==> src/rtl/axi_lite_initiator.sv <==
// axi_lite_initiator: single-outstanding AXI-Lite manager. Converts a
// command/response handshake into one AXI-Lite write (AW+W+B) or read (AR+R).
// Every output is driven from a flop, so no AXI input reaches an AXI output
// combinationally.
module axi_lite_initiator #(
    parameter int AXI_ADDR_WIDTH = 20,
    parameter int AXI_DATA_WIDTH = 16
) (
    input  logic                        axi_aclk,
    input  logic                        axi_aresetn,
    // command / response port
    input  logic                        cmd_valid,
    output logic                        cmd_ready,
    input  logic                        cmd_we,
    input  logic [AXI_ADDR_WIDTH-1:0]   cmd_addr,
    input  logic [AXI_DATA_WIDTH-1:0]   cmd_wdata,
    output logic                        rsp_valid,
    input  logic                        rsp_ready,
    output logic                        rsp_we,
    output logic [AXI_DATA_WIDTH-1:0]   rsp_rdata,
    output logic [1:0]                  rsp_resp,
    // AXI-Lite write address / data / response
    output logic [AXI_ADDR_WIDTH-1:0]   m_axi_awaddr,
    output logic                        m_axi_awvalid,
    input  logic                        m_axi_awready,
    output logic [AXI_DATA_WIDTH-1:0]   m_axi_wdata,
    output logic [AXI_DATA_WIDTH/8-1:0] m_axi_wstrb,
    output logic                        m_axi_wvalid,
    input  logic                        m_axi_wready,
    input  logic [1:0]                  m_axi_bresp,
    input  logic                        m_axi_bvalid,
    output logic                        m_axi_bready,
    // AXI-Lite read address / data
    output logic [AXI_ADDR_WIDTH-1:0]   m_axi_araddr,
    output logic                        m_axi_arvalid,
    input  logic                        m_axi_arready,
    input  logic [AXI_DATA_WIDTH-1:0]   m_axi_rdata,
    input  logic [1:0]                  m_axi_rresp,
    input  logic                        m_axi_rvalid,
    output logic                        m_axi_rready
);

    localparam int STRB_W = AXI_DATA_WIDTH / 8;

    localparam logic [2:0] S_IDLE    = 3'd0;
    localparam logic [2:0] S_WR      = 3'd1;
    localparam logic [2:0] S_WR_RESP = 3'd2;
    localparam logic [2:0] S_RD_ADDR = 3'd3;
    localparam logic [2:0] S_RD_DATA = 3'd4;
    localparam logic [2:0] S_RSP     = 3'd5;

    logic [2:0]                state_q,     state_d;
    logic                      cmd_ready_q, cmd_ready_d;
    logic                      awvalid_q,   awvalid_d;
    logic                      wvalid_q,    wvalid_d;
    logic                      arvalid_q,   arvalid_d;
    logic                      bready_q,    bready_d;
    logic                      rready_q,    rready_d;
    logic                      rsp_valid_q, rsp_valid_d;
    logic                      rsp_we_q,    rsp_we_d;
    logic [AXI_ADDR_WIDTH-1:0] awaddr_q,    awaddr_d;
    logic [AXI_ADDR_WIDTH-1:0] araddr_q,    araddr_d;
    logic [AXI_DATA_WIDTH-1:0] wdata_q,     wdata_d;
    logic [STRB_W-1:0]         wstrb_q,     wstrb_d;
    logic [AXI_DATA_WIDTH-1:0] rdata_q,     rdata_d;
    logic [1:0]                resp_q,      resp_d;

    // Next-state logic: FSM plus per-channel valid/ready and capture registers.
    always_comb begin
        state_d     = state_q;
        awvalid_d   = awvalid_q;
        wvalid_d    = wvalid_q;
        arvalid_d   = arvalid_q;
        bready_d    = bready_q;
        rready_d    = rready_q;
        rsp_valid_d = rsp_valid_q;
        rsp_we_d    = rsp_we_q;
        awaddr_d    = awaddr_q;
        araddr_d    = araddr_q;
        wdata_d     = wdata_q;
        wstrb_d     = wstrb_q;
        rdata_d     = rdata_q;
        resp_d      = resp_q;

        case (state_q)
            S_IDLE: begin
                if (cmd_valid && cmd_ready_q) begin
                    rsp_we_d = cmd_we;
                    if (cmd_we) begin
                        awaddr_d  = cmd_addr;
                        wdata_d   = cmd_wdata;
                        wstrb_d   = '1;
                        awvalid_d = 1'b1;
                        wvalid_d  = 1'b1;
                        state_d   = S_WR;
                    end else begin
                        araddr_d  = cmd_addr;
                        arvalid_d = 1'b1;
                        state_d   = S_RD_ADDR;
                    end
                end
            end
            S_WR: begin
                // AW and W retire independently; leave once neither is pending.
                if (awvalid_q && m_axi_awready) awvalid_d = 1'b0;
                if (wvalid_q && m_axi_wready)   wvalid_d  = 1'b0;
                if (!awvalid_d && !wvalid_d) begin
                    bready_d = 1'b1;
                    state_d  = S_WR_RESP;
                end
            end
            S_WR_RESP: begin
                if (bready_q && m_axi_bvalid) begin
                    resp_d      = m_axi_bresp;
                    rdata_d     = '0;
                    bready_d    = 1'b0;
                    rsp_valid_d = 1'b1;
                    state_d     = S_RSP;
                end
            end
            S_RD_ADDR: begin
                if (arvalid_q && m_axi_arready) begin
                    arvalid_d = 1'b0;
                    rready_d  = 1'b1;
                    state_d   = S_RD_DATA;
                end
            end
            S_RD_DATA: begin
                if (rready_q && m_axi_rvalid) begin
                    rdata_d     = m_axi_rdata;
                    resp_d      = m_axi_rresp;
                    rready_d    = 1'b0;
                    rsp_valid_d = 1'b1;
                    state_d     = S_RSP;
                end
            end
            S_RSP: begin
                if (rsp_ready) begin
                    rsp_valid_d = 1'b0;
                    state_d     = S_IDLE;
                end
            end
            default: begin
                state_d = S_IDLE;
            end
        endcase

        // Registered cmd_ready: high only while resting in IDLE, so a
        // command is never taken in the same cycle as a response drains.
        cmd_ready_d = (state_d == S_IDLE);
    end

    // State registers; reset abandons any in-flight transaction at once.
    always_ff @(posedge axi_aclk or negedge axi_aresetn) begin
        if (!axi_aresetn) begin
            state_q     <= S_IDLE;
            cmd_ready_q <= 1'b0;
            awvalid_q   <= 1'b0;
            wvalid_q    <= 1'b0;
            arvalid_q   <= 1'b0;
            bready_q    <= 1'b0;
            rready_q    <= 1'b0;
            rsp_valid_q <= 1'b0;
            rsp_we_q    <= 1'b0;
            awaddr_q    <= '0;
            araddr_q    <= '0;
            wdata_q     <= '0;
            wstrb_q     <= '0;
            rdata_q     <= '0;
            resp_q      <= '0;
        end else begin
            state_q     <= state_d;
            cmd_ready_q <= cmd_ready_d;
            awvalid_q   <= awvalid_d;
            wvalid_q    <= wvalid_d;
            arvalid_q   <= arvalid_d;
            bready_q    <= bready_d;
            rready_q    <= rready_d;
            rsp_valid_q <= rsp_valid_d;
            rsp_we_q    <= rsp_we_d;
            awaddr_q    <= awaddr_d;
            araddr_q    <= araddr_d;
            wdata_q     <= wdata_d;
            wstrb_q     <= wstrb_d;
            rdata_q     <= rdata_d;
            resp_q      <= resp_d;
        end
    end

    assign cmd_ready     = cmd_ready_q;
    assign rsp_valid     = rsp_valid_q;
    assign rsp_we        = rsp_we_q;
    assign rsp_rdata     = rdata_q;
    assign rsp_resp      = resp_q;
    assign m_axi_awaddr  = awaddr_q;
    assign m_axi_awvalid = awvalid_q;
    assign m_axi_wdata   = wdata_q;
    assign m_axi_wstrb   = wstrb_q;
    assign m_axi_wvalid  = wvalid_q;
    assign m_axi_bready  = bready_q;
    assign m_axi_araddr  = araddr_q;
    assign m_axi_arvalid = arvalid_q;
    assign m_axi_rready  = rready_q;

endmodule
==> config.mk <==
export PLATFORM = sky130hd
export DESIGN_NAME = axi_lite_initiator
export DESIGN_NICKNAME = d
export VERILOG_FILES = /design/src/rtl/axi_lite_initiator.sv
export SDC_FILE = /design/constraint.sdc
export NUM_CORES = 1
export LEC_CHECK = 0
export CAP_MARGIN = 20
export CORE_MARGIN = 5
export CORE_UTILIZATION = 38
export CTS_CLUSTER_DIAMETER = 200
export CTS_CLUSTER_SIZE = 16
export DETAILED_ROUTE_END_ITERATION = 10
export MAX_ROUTING_LAYER = met4
export PLACE_DENSITY = 0.88
export SLEW_MARGIN = 40
export SYNTH_ARGS = -nofsm -noshare
export SYNTH_HDL_FRONTEND = slang
export SYNTH_SLANG_ARGS = --single-unit
==> constraint.sdc <==
create_clock -name axi_aclk -period 1.5 [get_ports axi_aclk]
set_clock_uncertainty 0.05 [all_clocks]
set_input_delay 0.45 -clock axi_aclk [delete_from_list [all_inputs] [get_ports axi_aclk]]
set_output_delay 0.45 -clock axi_aclk [all_outputs]
set_load 0.01 [all_outputs]
==> results of run 1 <==
Yosys cell counts (2+ instances only):
master	n	area, um^2
sky130_fd_sc_hd__a21boi_0	2	15.0
sky130_fd_sc_hd__a21oi_1	2	10.0
sky130_fd_sc_hd__a21oi_2	2	17.5
sky130_fd_sc_hd__a22oi_1	3	22.5
sky130_fd_sc_hd__buf_2	4	20.0
sky130_fd_sc_hd__buf_6	8	90.1
sky130_fd_sc_hd__dfrtp_1	86	2150
sky130_fd_sc_hd__inv_1	22	82.6
sky130_fd_sc_hd__mux2_1	4	45.0
sky130_fd_sc_hd__mux2_2	52	586
sky130_fd_sc_hd__mux2i_1	2	20.0
sky130_fd_sc_hd__nand2_1	7	26.3
sky130_fd_sc_hd__nand2b_1	4	25.0
sky130_fd_sc_hd__nand3_1	16	80.1
sky130_fd_sc_hd__nand3_2	3	30.0
sky130_fd_sc_hd__nor2_1	5	18.8
sky130_fd_sc_hd__nor3b_1	2	15.0
sky130_fd_sc_hd__o21ai_0	11	55.1
sky130_fd_sc_hd__o21ai_2	10	87.6
sky130_fd_sc_hd__or3b_1	2	17.5
metrics by stage:
step	cell area, um^2	TNS [ps]	setup WS (ps)
after floorplan	3550	-5060	-151
after global placement	5280	-37170	-582
after detailed placement	5280	-37900	-600
after CTS	5730	-9120	-155
after global routing	5620	-13330	-220
final	5620	-9990	-179
state kept, by name, summed over array words and instances (netlist names):
| signal | flops |
|---|---|
| m_axi_wstrb | 1 |
| rsp_resp | 2 |
| state_q | 3 |
| rsp_valid | 1 |
| m_axi_bready | 1 |
| rsp_we | 1 |
| m_axi_awaddr | 20 |
| m_axi_wvalid | 1 |
| rsp_rdata | 16 |
| m_axi_araddr | 20 |
| cmd_ready | 1 |
| m_axi_awvalid | 1 |
| m_axi_rready | 1 |
| m_axi_arvalid | 1 |
| m_axi_wdata | 16 |
worst min path at each step:
stage,from,endpoint,slack [ps],depth (start not counted)
6_report,axi_aresetn,m_axi_wdata[7],70,2
5_1_grt,axi_aresetn,m_axi_wdata[7],90,2
4_1_cts,axi_aresetn,m_axi_wdata[7],80,2
3_5_place_dp,m_axi_wdata[3],m_axi_wdata[3],440,1
3_3_place_gp,m_axi_awaddr[16],m_axi_awaddr[16],430,1
2_1_floorplan,axi_aresetn,cmd_ready,100,0
power by group through the flow:
stage	Combinational (uW)	Sequential (uW)	Clock [uW]
after floorplan	9.85	2360	0
after global placement	245	2360	0
after detailed placement	250	2360	0
after CTS	254	2320	1500
after global routing	275	2320	1590
final	254	2320	1450
layout make-up:
type	count	area, um^2	share of cell area
clock buffers	10	128	0.0227
multi-input cells	139	1340	0.238
flip-flops and latches	86	2150	0.383
clock inverters	6	45.0	0.00802
inverters	22	82.6	0.0147
well taps	111	139	0.0247
repair buffers	197	1730	0.308
routing by layer:
metal / up-vias / track usage
met5: - / -
met4: 0 / 0.0447
met3: 14 / 0.0510
met2: 119 / 0.300
met1: 1371 / 0.224
li1: 1282 / -
worst register-to-register path: stages, from the launching register on:
cell,delay [ps]
sky130_fd_sc_hd__dfrtp_2,450
sky130_fd_sc_hd__and4bb_2,320
sky130_fd_sc_hd__and2_4,180
sky130_fd_sc_hd__nand2_8,100
sky130_fd_sc_hd__buf_8,170
sky130_fd_sc_hd__mux2_4,290
logic make-up after synthesis:
group / Yosys count / share of synthesized area
and+or+nand+nor: 46 / 0.0754
DFF: 86 / 0.609
AOI/OAI and AO/OA: 35 / 0.0732
muxes: 58 / 0.184
buffers and inverters: 36 / 0.0587
repair_timing:
action | 4_1_cts | 5_1_grt
pin swaps | 3 | 17
buffers inserted | 11 | 6
gates resized for setup | 227 | 108
setup endpoints to repair | 160 | 154
cloned | 5 | 5
==> flow_summary.rst, run 1 <==
.. list-table::
   :header-rows: 1

   * - Metric
     - Value
   * - Count of routing violations after the opening detailed-route iteration
     - about 130
   * - Boundary pin count
     - 150
   * - Met3 layer wire length in the routed design
     - ~660 um
   * - EDFF count, synth
     - 0
   * - Die Wd
     - 106 um
   * - Clock tree from TritonCTS
     - yes
   * - DRC violations left
     - 0
   * - Highest cell delay on the worst timing path
     - between 400 and 500 ps
   * - Synthesized netlist cell count
     - 261
   * - Gr ovfl total
     - 0
   * - Unrepaired setup endpoints after global routing
     - yes
   * - Most common cell after layout, fill and taps aside
     - sky130_fd_sc_hd__dfrtp_1
   * - Number of cell instances on the worst register-to-register path
     - 5
   * - Number of vias per cell after detailed routing
     - 4.88
   * - Placeable core area
     - ~9200 um^2
   * - Port Buffers
     - 149
   * - Max Used Layer
     - met4
   * - Starting density of the core
     - 0.386
   * - Result of the run
     - complete, but fails checks
   * - Number of global-route vias before repair
     - just over 3000
   * - Cts bufs inserted
     - 9
   * - Failing checks
     - setup timing
   * - Least-Margin Pin Slew
     - between 400 and 500 ps
   * - Number of nets with antenna violations after detailed routing
     - 0
   * - Data required, critical path
     - around 1700 ps
   * - Number of cells in the design after placement
     - 531
   * - Final number of max-transition violations
     - 0
   * - Antenna violations before repair
     - 0
   * - Clock group share of total power
     - 0.361
   * - Sinks on Clock Net
     - 86
   * - Total power after layout
     - between 4000 and 5000 uW
   * - Post-synth net total
     - about 330
   * - Avg Cell Area, Syn
     - ~14 um^2
   * - Maximum clock insertion buffer count
     - 2
   * - DIE HEIGHT
     - 106 um
   * - Cts hold-fix bufs
     - 0
   * - Clock Latency Late Sink
     - between 300 and 400 ps
   * - Cell Rows
     - 35
   * - Power per unit of standard cell area
     - just over 700 nW/um^2
   * - Number of antenna cells inserted
     - 0
   * - Max Clock Freq
     - ~0.6 GHz
   * - Total internal power
     - 3090 uW
   * - Clock root buffer master
     - sky130_fd_sc_hd__clkbuf_8
   * - Source of the worst register-to-register timing path
     - state_q[0]
   * - Routed via count
     - around 2800
   * - Weighted congestion at the end of routability-driven global placement
     - around 0.82
   * - First-pass GRT wire length
     - roughly 16000 um
   * - Clock-pin transition on the worst setup and hold timing paths
     - 90 ps
   * - Post-synthesis sequential area ratio
     - 0.609
   * - Core utilization of the finished layout
     - 0.614
   * - Critical path's slowest cell
     - sky130_fd_sc_hd__dfrtp_2
   * - Worst hold margin
     - between 70 and 80 ps
   * - Critical path capture point type
     - register
   * - Maximum capacitance violations
     - 0
   * - DPL Wire Length
     - roughly 6800 um
   * - Number of detailed-route iterations in the first pass
     - 4
   * - Sw Share
     - 0.232
   * - Filler instances
     - 748
   * - Delay-heaviest family, CP
     - simple AND/OR/NAND/NOR gates
   * - Final cycle utilization of the critical path
     - 1.12
   * - Layout-stage area growth over the synthesis result
     - 58.8%
   * - Yosys warnings
     - 0
   * - Detailed Route WL
     - 10600 um
   * - End of the worst register-to-register path
     - m_axi_wdata[15]
   * - Worst path depth
     - 5
   * - Final layout net count
     - about 520
   * - P_sw
     - about 930 uW
   * - Die Footprint
     - between 10000 and 15000 um^2
   * - Amount of wire on met2 after detailed routing
     - 5390 um
   * - Arrival time of data at the critical path endpoint
     - approximately 1900 ps
   * - Primary flip-flop cell chosen by synthesis mapping
     - sky130_fd_sc_hd__dfrtp_1
   * - Category of the worst setup path launch point
     - register
   * - Fin crit period
     - 1680 ps
   * - Normalized max-slew margin
     - 0.701
   * - Number of standard cells in the layout, taps in and fillers out
     - 571
   * - Flop pwr share
     - 0.576
   * - Setup slack of the critical path after layout
     - -179 ps
   * - Highest fanout seen on the critical path
     - 6
   * - DRT met1 WL
     - between 4000 and 5000 um
   * - Most frequent cells in the layout
     - sky130_fd_sc_hd__dfrtp_1, sky130_fd_sc_hd__clkdlybuf4s50_1, sky130_fd_sc_hd__mux2_2
   * - Total count of hold-check failures in the final report
     - 0
   * - Count of buffer and inverter cells on the critical path
     - 1
   * - Classification of the worst setup path
     - reg -> reg
   * - Hold crit path type
     - in -> async
   * - Ys async rst share
     - 1.00
   * - CTS H-Tree Depth
     - 3
   * - P_leak
     - 0.00288 uW
   * - Fraction of layout cells with a size suffix above 1
     - 0.530
   * - Portion of total power attributed to combinational logic
     - 0.063
   * - Number of distinct standard cells referenced by the synthesized netlist
     - 34
   * - Setup violators final
     - between 70 and 80
   * - Setup slack on the worst flop-to-flop path
     - -180 ps
   * - Launching instance or port of the critical path
     - state_q[0]
   * - Cell-by-cell listing of the critical path
     - and4bb_2 -> and2_4 -> nand2_8 -> buf_8 -> mux2_4
   * - Routed wire length per instance
     - around 18 um
   * - Netlist Area Pre-Place
     - 3540 um^2
   * - Worst supply voltage drop on vdd
     - approximately 0.50 mV
   * - Global Route Usage Sum
     - 0.182
   * - Number of flip-flops and latches in the synthesized netlist
     - 86
   * - Endpoint of the worst setup timing path
     - m_axi_wdata[15]
   * - Largest net degree at the start of global routing
     - slightly below 90
No activity file was read; power rests on OpenSTA's default activity.
==> inputs of run 2 (changes only) <==
--- a/config.mk
+++ b/config.mk
@@ -7,12 +7,13 @@
 export LEC_CHECK = 0
 export CAP_MARGIN = 20
 export CORE_MARGIN = 5
-export CORE_UTILIZATION = 38
+export CORE_UTILIZATION = 42
 export CTS_CLUSTER_DIAMETER = 200
 export CTS_CLUSTER_SIZE = 16
 export DETAILED_ROUTE_END_ITERATION = 10
 export MAX_ROUTING_LAYER = met4
-export PLACE_DENSITY = 0.88
+export PLACE_DENSITY = 0.91
+export SKIP_LAST_GASP = 1
 export SLEW_MARGIN = 40
 export SYNTH_ARGS = -nofsm -noshare
 export SYNTH_HDL_FRONTEND = slang
==> constraint.sdc (replaced) <==
create_clock -name axi_aclk -period 1.55 [get_ports axi_aclk]
set_clock_uncertainty 0.05 [all_clocks]
set_input_delay 0.465 -clock axi_aclk [delete_from_list [all_inputs] [get_ports axi_aclk]]
set_output_delay 0.465 -clock axi_aclk [all_outputs]
set_load 0.01 [all_outputs]
==> run 2 against run 1 <==
- the flow still finishes with violations (setup timing)
- die area fell by 8.6%
- sequential power fell by 3%
- final area rose by 6.2%
- via count rose by 1.3%
- highest routed layer unchanged
- critical endpoint is now m_axi_wdata[3]
- critical path depth rose by 1
- combinational power barely moved
- cell count rose by 0.18%
- sequential share of layout area fell by 2.2 points
- worst hold slack got worse by 32 ps
- global-route usage rose by 1.5 points
- flip-flop and latch count did not move
- non-clock buffer count rose by 7
==> flow_summary.rst, run 2 (synthesis results as in run 1) <==
.. list-table::
   :header-rows: 1

   * - Metric
     - Value
   * - Result of the run
     - complete, but fails checks
   * - Failing checks
     - setup timing
   * - Worst supply voltage drop on vdd
     - between 0.6 and 0.7 mV
   * - Number of global-route vias before repair
     - 3066
   * - Cell Rows
     - 33
   * - Weighted congestion at the end of routability-driven global placement
     - 0.838
   * - Amount of wire on met2 after detailed routing
     - ~5300 um
   * - Post-layout instance area
     - 5960 um^2
   * - Highest fanout seen on the critical path
     - 6
   * - Setup violators final
     - 77
   * - Largest net degree at the start of global routing
     - 46
   * - Number of nets with antenna violations after detailed routing
     - 0
   * - Routed wire length per instance
     - between 15 and 20 um
   * - Cts hold-fix bufs
     - 0
   * - Die Wd
     - 102 um
   * - Sinks on Clock Net
     - between 80 and 90
   * - Layout-stage area growth over the synthesis result
     - 68.6%
   * - Total power after layout
     - 4180 uW
   * - Maximum capacitance violations
     - 0
   * - Hold crit path type
     - in -> async
   * - Number of antenna cells inserted
     - 0
   * - Max Used Layer
     - met4
   * - Arrival time of data at the critical path endpoint
     - 1910 ps
   * - Clock Latency Late Sink
     - 340 ps
   * - Placement-stage worst setup slack
     - -574 ps
   * - Total count of hold-check failures in the final report
     - 0
   * - DRT met1 WL
     - 4140 um
   * - Cts bufs inserted
     - 9
   * - Classification of the worst setup path
     - reg -> reg
   * - Starting density of the core
     - 0.430
   * - Category of the worst setup path launch point
     - register
   * - Placed inst area
     - 5270 um^2
   * - Boundary pin count
     - 150
   * - Final total negative setup slack
     - -6220 ps
   * - Normalized max-slew margin
     - 0.663
   * - Clock root buffer master
     - sky130_fd_sc_hd__clkbuf_8
   * - Unrepaired setup endpoints after global routing
     - yes
   * - Maximum clock insertion buffer count
     - 2
   * - Routed via count
     - 2823
   * - Highest cell delay on the worst timing path
     - ~420 ps
   * - P_leak
     - approximately 0.003 uW
   * - Count of routing violations after the opening detailed-route iteration
     - 72
   * - Clock tree from TritonCTS
     - yes
   * - Final layout net count
     - 528
   * - Critical path's most frequent cell
     - sky130_fd_sc_hd__buf_12
   * - Fraction of layout cells with a size suffix above 1
     - 0.362
   * - Die Footprint
     - just over 10000 um^2
   * - Data required, critical path
     - about 1700 ps
   * - Most common cell after layout, fill and taps aside
     - sky130_fd_sc_hd__dfrtp_1
   * - Final cycle utilization of the critical path
     - 1.12
   * - DIE HEIGHT
     - roughly 100 um
   * - Critical path's slowest cell
     - sky130_fd_sc_hd__dfrtp_1
   * - Max Clock Freq
     - about 0.58 GHz
   * - Gr ovfl total
     - 0
   * - Clock-pin transition on the worst setup and hold timing paths
     - around 80 ps
   * - Number of vias per cell after detailed routing
     - 4.94
   * - Fin crit period
     - 1730 ps
   * - Final number of max-transition violations
     - 0
   * - Critical path capture point type
     - register
   * - CTS H-Tree Depth
     - 3
   * - DPL Wire Length
     - around 6800 um
   * - Least-Margin Pin Slew
     - around 500 ps
   * - Met3 layer wire length in the routed design
     - roughly 730 um
   * - First-pass GRT wire length
     - around 15000 um
   * - DRC violations left
     - 0
   * - Antenna violations before repair
     - 0
   * - Power per unit of standard cell area
     - about 700 nW/um^2
   * - Detailed Route WL
     - approximately 10000 um
   * - Placeable core area
     - roughly 8000 um^2
   * - Most frequent cells in the layout
     - sky130_fd_sc_hd__dfrtp_1, sky130_fd_sc_hd__clkdlybuf4s15_1, sky130_fd_sc_hd__clkdlybuf4s50_1
   * - Number of detailed-route iterations in the first pass
     - 4
   * - Cell-by-cell listing of the critical path
     - and4bb_2 -> and2_4 -> nand2_8 -> buf_12 -> buf_12 -> mux2_4
   * - Global Route Usage Sum
     - 0.197
   * - Core utilization of the finished layout
     - 0.726
   * - Setup slack of the critical path after layout
     - -179 ps
   * - Port Buffers
     - 149
==> run 2: cell count changes in the layout (fill, tap and decap cells not counted), sizes merged <==
cell           change
clkbuf            -38
bufinv             +2
bufbuf             +1
inv                -2
clkinvlp           -1
buf               -19
clkdlybuf4s15     +63
dlygate4sd2        +1
==> run 2: critical path, delay by kind of cell, from the launching register on <==
| kind | cells | cell delay [ps] |
|---|---|---|
| buffers and inverters | 2 | 270 |
| DFF | 1 | 420 |
| muxes | 1 | 290 |
| and+or+nand+nor | 3 | 590 |
==> run 2: through the flow <==
stage / hold slack [ps] / std cells
2_1_floorplan: 119 / 261
3_3_place_gp: 398 / 524
3_5_place_dp: 405 / 524
4_1_cts: 39.6 / 558
5_1_grt: 28.4 / 572
6_report: 38.4 / 572
==> run 2: layout make-up <==
| class | count | area (um^2) |
|---|---|---|
| fillers | 564 | 2250 |
| flip-flops and latches | 86 | 2150 |
| repair buffers | 204 | 2060 |
| multi-input cells | 139 | 1320 |
| clock buffers | 11 | 131 |
| well taps | 105 | 131 |
| clock inverters | 5 | 83.8 |
| inverters | 22 | 82.6 |
==> run 2: metal layers <==
layer	up-vias	track usage
met4	0	0.0440
li1	1301	-
met3	15	0.0517
met2	117	0.330
met1	1390	0.239
met5	-	-
==> run 2: final timing paths <==
check	start	to	slack [ps]	cells past startpoint
max in group asynchronous	axi_aresetn	m_axi_awaddr[19]	940	2
setup / recovery	state_q[0]	m_axi_wdata[3]	-180	6
min in group axi_aclk	m_axi_wstrb[0]	m_axi_wstrb[0]	450	1
hold / removal	axi_aresetn	rsp_rdata[12]	40	2
hold reg to reg	m_axi_wstrb[0]	m_axi_wstrb[0]	450	1
setup reg to reg	state_q[0]	m_axi_wdata[3]	-180	6
==> run 2: what timing repair did <==
item | CTS | global route
setup endpoints to repair | 161 | 161
pin swaps | 4 | 1
buffers inserted | 13 | 13
resized for setup | 120 | 99
cloned | 5 | 3
==> run 2: report_power, final <==
part | internal (uW) | switching [uW]
sequential | 2240 | 0
clock | 913 | 772
combinational | 160 | 91.8
total | 3310 | 864
